[src/rtl/dict_decomp_fetch.sv]
// Dictionary-based instruction decompressor. A byte PC selects a token in the
// compressed ROM; the token indexes a writable dictionary that holds full instructions.
module dict_decomp_fetch #(
  parameter int    INSTR_W    = 32,
  parameter int    PC_W       = 32,
  parameter int    PC_BASE    = 0,
  parameter int    TOKEN_W    = 4,
  parameter int    CWORD_W    = 32,
  parameter int    CROM_DEPTH = 77,
  parameter string DICT_FILE  = "",
  parameter string CROM_FILE  = "",
  parameter int    BUF_EN     = 1
) (
  input  logic               clk,
  input  logic               reset,
  input  logic               req_valid,
  output logic               req_ready,
  input  logic [PC_W-1:0]    req_pc,
  output logic               rsp_valid,
  input  logic               rsp_ready,
  output logic [INSTR_W-1:0] rsp_instr,
  output logic               rsp_err,
  input  logic               dict_we,
  input  logic [TOKEN_W-1:0] dict_waddr,
  input  logic [INSTR_W-1:0] dict_wdata,
  input  logic               buf_flush
);
  localparam int PACK   = CWORD_W / TOKEN_W;
  localparam int DICT_D = 1 << TOKEN_W;
  localparam int SLOT_W = (PACK > 1) ? $clog2(PACK) : 1;
  localparam int WORD_W = (CROM_DEPTH > 1) ? $clog2(CROM_DEPTH) : 1;
  localparam logic [PC_W-1:0] BASE    = PC_W'(PC_BASE);
  localparam logic [PC_W-1:0] PACK_PC = PC_W'(PACK);
  localparam logic [PC_W-1:0] DEPTH_PC = PC_W'(CROM_DEPTH);

  localparam logic [1:0] S_IDLE   = 2'd0;
  localparam logic [1:0] S_FETCH  = 2'd1;
  localparam logic [1:0] S_LOOKUP = 2'd2;
  localparam logic [1:0] S_RESP   = 2'd3;

  logic [CWORD_W-1:0] crom_mem [CROM_DEPTH];
  logic [INSTR_W-1:0] dict_mem [DICT_D];

  always_ff @(posedge clk) begin
    if (dict_we) dict_mem[dict_waddr] <= dict_wdata;
  end

  logic [1:0]         state_q, state_d;
  logic [WORD_W-1:0]  word_q, word_d;
  logic [SLOT_W-1:0]  slot_q, slot_d;
  logic               buf_vld_q, buf_vld_d;
  logic [WORD_W-1:0]  buf_tag_q, buf_tag_d;
  logic [CWORD_W-1:0] buf_data_q, buf_data_d;
  logic [INSTR_W-1:0] rsp_instr_q, rsp_instr_d;
  logic               rsp_err_q, rsp_err_d;

  logic [PC_W-1:0] pc_off, pc_idx, pc_word;
  logic            pc_err, buf_hit;
  logic [PACK-1:0][TOKEN_W-1:0] buf_slots;
  logic [TOKEN_W-1:0] token;

  always_comb begin
    pc_off  = req_pc - BASE;
    pc_idx  = pc_off >> 2;
    pc_word = pc_idx / PACK_PC;
    pc_err  = (req_pc[1:0] != 2'b00) || (req_pc < BASE) || (pc_word >= DEPTH_PC);
    buf_hit = (BUF_EN != 0) && buf_vld_q && (buf_tag_q == WORD_W'(pc_word));
  end

  assign buf_slots = buf_data_q[PACK*TOKEN_W-1:0];
  assign token     = buf_slots[slot_q];

  always_comb begin
    state_d     = state_q;
    word_d      = word_q;
    slot_d      = slot_q;
    buf_vld_d   = buf_vld_q;
    buf_tag_d   = buf_tag_q;
    buf_data_d  = buf_data_q;
    rsp_instr_d = rsp_instr_q;
    rsp_err_d   = rsp_err_q;
    case (state_q)
      S_IDLE: if (req_valid) begin
        word_d = WORD_W'(pc_word);
        slot_d = SLOT_W'(pc_idx % PACK_PC);
        if (pc_err) begin
          rsp_err_d   = 1'b1;
          rsp_instr_d = '0;
          state_d     = S_RESP;
        end else begin
          rsp_err_d = 1'b0;
          state_d   = buf_hit ? S_LOOKUP : S_FETCH;
        end
      end
      S_FETCH: begin
        buf_data_d = crom_mem[word_q];
        buf_tag_d  = word_q;
        buf_vld_d  = (BUF_EN != 0);
        state_d    = S_LOOKUP;
      end
      S_LOOKUP: begin
        // write-first: a same-cycle dictionary write is what the consumer sees
        rsp_instr_d = (dict_we && dict_waddr == token) ? dict_wdata : dict_mem[token];
        rsp_err_d   = 1'b0;
        state_d     = S_RESP;
      end
      default: if (rsp_ready) state_d = S_IDLE;
    endcase
    // a flush on the FETCH edge leaves the line invalid even though it was just loaded
    if (buf_flush) buf_vld_d = 1'b0;
  end

  always_ff @(posedge clk or negedge reset) begin
    if (!reset) begin
      state_q     <= S_IDLE;
      word_q      <= '0;
      slot_q      <= '0;
      buf_vld_q   <= 1'b0;
      buf_tag_q   <= '0;
      buf_data_q  <= '0;
      rsp_instr_q <= '0;
      rsp_err_q   <= 1'b0;
    end else begin
      state_q     <= state_d;
      word_q      <= word_d;
      slot_q      <= slot_d;
      buf_vld_q   <= buf_vld_d;
      buf_tag_q   <= buf_tag_d;
      buf_data_q  <= buf_data_d;
      rsp_instr_q <= rsp_instr_d;
      rsp_err_q   <= rsp_err_d;
    end
  end

  assign req_ready = (state_q == S_IDLE);
  assign rsp_valid = (state_q == S_RESP);
  assign rsp_instr = rsp_instr_q;
  assign rsp_err   = rsp_err_q;
endmodule

[config.mk]
export PLATFORM = sky130hd
export DESIGN_NAME = dict_decomp_fetch
export DESIGN_NICKNAME = d
export VERILOG_FILES = /design/src/rtl/dict_decomp_fetch.sv
export SDC_FILE = /design/constraint.sdc
export NUM_CORES = 1
export LEC_CHECK = 0
export BUFFER_PORTS_ARGS = -buffer_cell sky130_fd_sc_hd__buf_2
export CELL_PAD_IN_SITES_DETAIL_PLACEMENT = 1
export CELL_PAD_IN_SITES_GLOBAL_PLACEMENT = 2
export CORE_ASPECT_RATIO = 0.9
export CORE_MARGIN = 2
export CORE_UTILIZATION = 36
export DETAILED_ROUTE_END_ITERATION = 12
export GPL_ROUTABILITY_DRIVEN = 1
export PLACE_DENSITY_LB_ADDON = 0.1
export SLEW_MARGIN = 15
export SYNTH_ARGS = -nofsm -noshare
export SYNTH_HDL_FRONTEND = slang
export SYNTH_SLANG_ARGS = --single-unit
[constraint.sdc]
create_clock -name clk -period 5 [get_ports clk]
set_input_delay 0.25 -clock clk [delete_from_list [all_inputs] [get_ports clk]]
set_output_delay 0.25 -clock clk [all_outputs]
set_load 0.02 [all_outputs]
==> qor.csv <==
metric,value,unit
status,"finished, final reports clean",
crit_type,reg -> reg,
synth_cells,298,
hold_buffers,0,
num_antenna_cells,0,
post-route-drc-count,0,
p_int,1.79,mW
place_inst,518,
synth-compound-area-share,0.0271,
grtUsageMet1,0.191,
worstMarginPinSlew,0.973,ns
peakVddDrop,0.000230,V
required,5.21,ns
grt.total_usage,0.154,
r2r-start,state_q[0]$_DFFE_PN0P_,
yosysWarnings,0,
synthXorXnorAreaFrac,0.0162,
rows,35,
core,0.0102,mm^2
h-tree-depth,3,
crit_start,state_q[0]$_DFFE_PN0P_,
critPathCaptureType,flip-flop,
power_switching,0.961,mW
finalCritPeriodShare,0.586,
p_leak,2.06,nW
clock_latency,0.33,ns
holdWs,0.0391,ns
grt_use_met3,0.0455,
wirelength,8.25,mm
critPathMaxFanout,18,
slew_headroom,0.351,
grt_pass1_vias,2857,
hold_path_class,in -> async,
initial_utilization,0.369,
hold_viol_final,0,
powerDensity,586,mW/mm^2
die_x,112,um
cts-root-buf,clkbuf_16,
drive_above_1_share,0.415,
antenna_found_initial,0,
fin_setup_tns,0,ns
dr.pass1.iters,4,
post_cts_buffers,0,
clock_power_share,0.241,
comb_power_share,0.397,
port_buffers,105,
fin_area,0.00470,mm^2
synth.net_count,376,
slew_violations,0,
synth_top_family_by_area,multiplexers,
drt_iter0_markers,74,
synthSimpleGateAreaFrac,0.110,
top_usage_layer,met2,
die_h,101,um
stdcell_count,534,
ios,109,
final_cell_mix,"105 x buf_2, 66 x nand2_1, 50 x dfrtp_1",
max-cap-violations,0,
power_frac_seq,0.362,
placedInstanceArea,0.00440,mm^2
grt_max_degree,67,
p_sw_frac,0.349,
clock-sinks,82,
muxShareOfSynthArea,0.222,
met2_usage,0.261,
dieArea,0.0113,mm^2
overflow,0,
final_antenna_net_count,0,
nNetsFinal,478,
cts_buffers,9,
cts_tree,built,
synth_seq_cells,82,
globalplace.congestion,0.685,
arrival,3.14,ns
rsz0062_at_grt,false,
cts_buffer_depth,2,
syn2layout_area_growth,24.3,%
post_cts_resize_count,0,
fmax,341,MHz
wl_per_cell,15.4,um
vias_per_cell,4.84,
min_period,2.93,ns
setup_viol,0,
mostFrequentLayoutCell,buf_2,
syn_area,0.00378,mm^2
dp_hpwl,5.60,mm
startpoint_type,flip-flop,
num_vias,2582,
yosysSeqAreaShare,0.585,
grt_pass1_wl,13.7,mm
skew,0.00389,ns
synth.avg_cell_area,12.7,um^2
ys_types,35,
yosys.area_share.adder,0.0132,
cts.clk_slew.worst_paths,0.06,ns
==> path summary, 6_finish.rpt <==
check | endpoint | slack (ns) | cells past startpoint
worst max register to register | rsp_instr[21]$_DFFE_PN0P_ | 2.07 | 7
worst min register to register | rsp_instr[19]$_DFFE_PN0P_ | 0.50 | 1
min in group clk | buf_vld_q$_DFFE_PN0P_ | 0.06 | 2
worst max-delay path | rsp_instr[21]$_DFFE_PN0P_ | 2.07 | 7
max in group asynchronous | rsp_instr[6]$_DFFE_PN0P_ | 4.50 | 2
worst min-delay path | rsp_instr[19]$_DFFE_PN0P_ | 0.04 | 2
==> worst max-delay path, stage by stage (launching register included) <==
cell      delay [ns]
dfrtp_1         0.40
inv_1           0.17
ha_1            0.36
nand2b_1        0.18
nand4_1         0.13
o31ai_4         0.77
buf_4           0.41
mux2_2          0.37
==> synth_stat cells <==
cell type	n	area share
nand3b_1	1	0.0020
mux2i_1	32	0.085
dfrtp_1	50	0.33
o21ai_0	3	0.0040
nor3_1	3	0.0040
and4_1	1	0.0023
nor2b_1	3	0.0050
and2_1	1	0.0017
o311ai_0	2	0.0046
xnor2_1	7	0.016
nand2_1	66	0.065
buf_4	1	0.0020
o31ai_1	1	0.0020
nand4_1	3	0.0050
a21o_1	1	0.0020
a22oi_1	1	0.0020
nand2b_1	1	0.0017
ha_1	4	0.013
o31ai_4	1	0.0056
or4b_2	1	0.0026
nor4_1	7	0.012
a31oi_1	1	0.0017
clkbuf_1	7	0.0069
buf_6	3	0.0089
mux2_1	3	0.0089
edfxtp_1	32	0.25
nor2_1	6	0.0060
inv_1	2	0.0020
o21a_1	1	0.0020
a21oi_1	1	0.0013
nand3_1	2	0.0026
buf_1	2	0.0020
mux2_2	43	0.13
buf_2	4	0.0053
a21boi_0	1	0.0020
==> kinds of logic (layout without fill, tap and decap cells) <==
group / after synthesis / after routing
xor gates and xnor gates: 7 / 7
DFF: 82 / 82
AOI/OAI and AO/OA: 13 / 13
muxes: 78 / 78
adders and majority gates: 4 / 4
and+or+nand+nor: 95 / 95
buffers and inverters: 19 / 126
==> power by group through the flow <==
stage               Combinational (mW)  Clock, mW  Sequential, mW
floorplan                        0.679          0            1.14
global placement                  1.09          0            1.00
detailed placement                1.12          0            1.01
CTS                               1.12      0.687           0.998
global route                      1.22      0.713            1.02
finish                            1.09      0.664           0.996
==> through the flow <==
| stage | setup WS [ns] | power (mW) | utilization |
|---|---|---|---|
| floorplan | 2.81 | 1.82 | - |
| global placement | 2.08 | 2.09 | 0.430 |
| detailed placement | 2.04 | 2.13 | 0.430 |
| CTS | 2.02 | 2.81 | 0.459 |
| global route | 1.84 | 2.95 | 0.459 |
| finish | 2.07 | 2.75 | 0.459 |
==> routing by layer <==
metal | wire length (um) | share of wire
met1 | 3700 | 0.45
met2 | 4080 | 0.49
met3 | 362 | 0.044
met4 | 101 | 0.012
met5 | 0 | 0
==> area by class of cell <==
class | count | area (um^2)
Clock buffer | 14 | 264
Sequential cell | 82 | 2210
Fill cell | 1132 | 5550
Inverter | 2 | 7.51
Tap cell | 129 | 161
Multi-Input combinational cell | 197 | 1470
Timing Repair Buffer | 108 | 548
Clock inverter | 2 | 35.0
==> registers in the layout, summed over array words and instances (netlist names) <==
signal and count:
buf_tag_q 7, state_q 2, word_q 7, rsp_err 1, buf_vld_q 1, rsp_instr 32
dict_mem 32
Power figures use the tool's default switching activity.
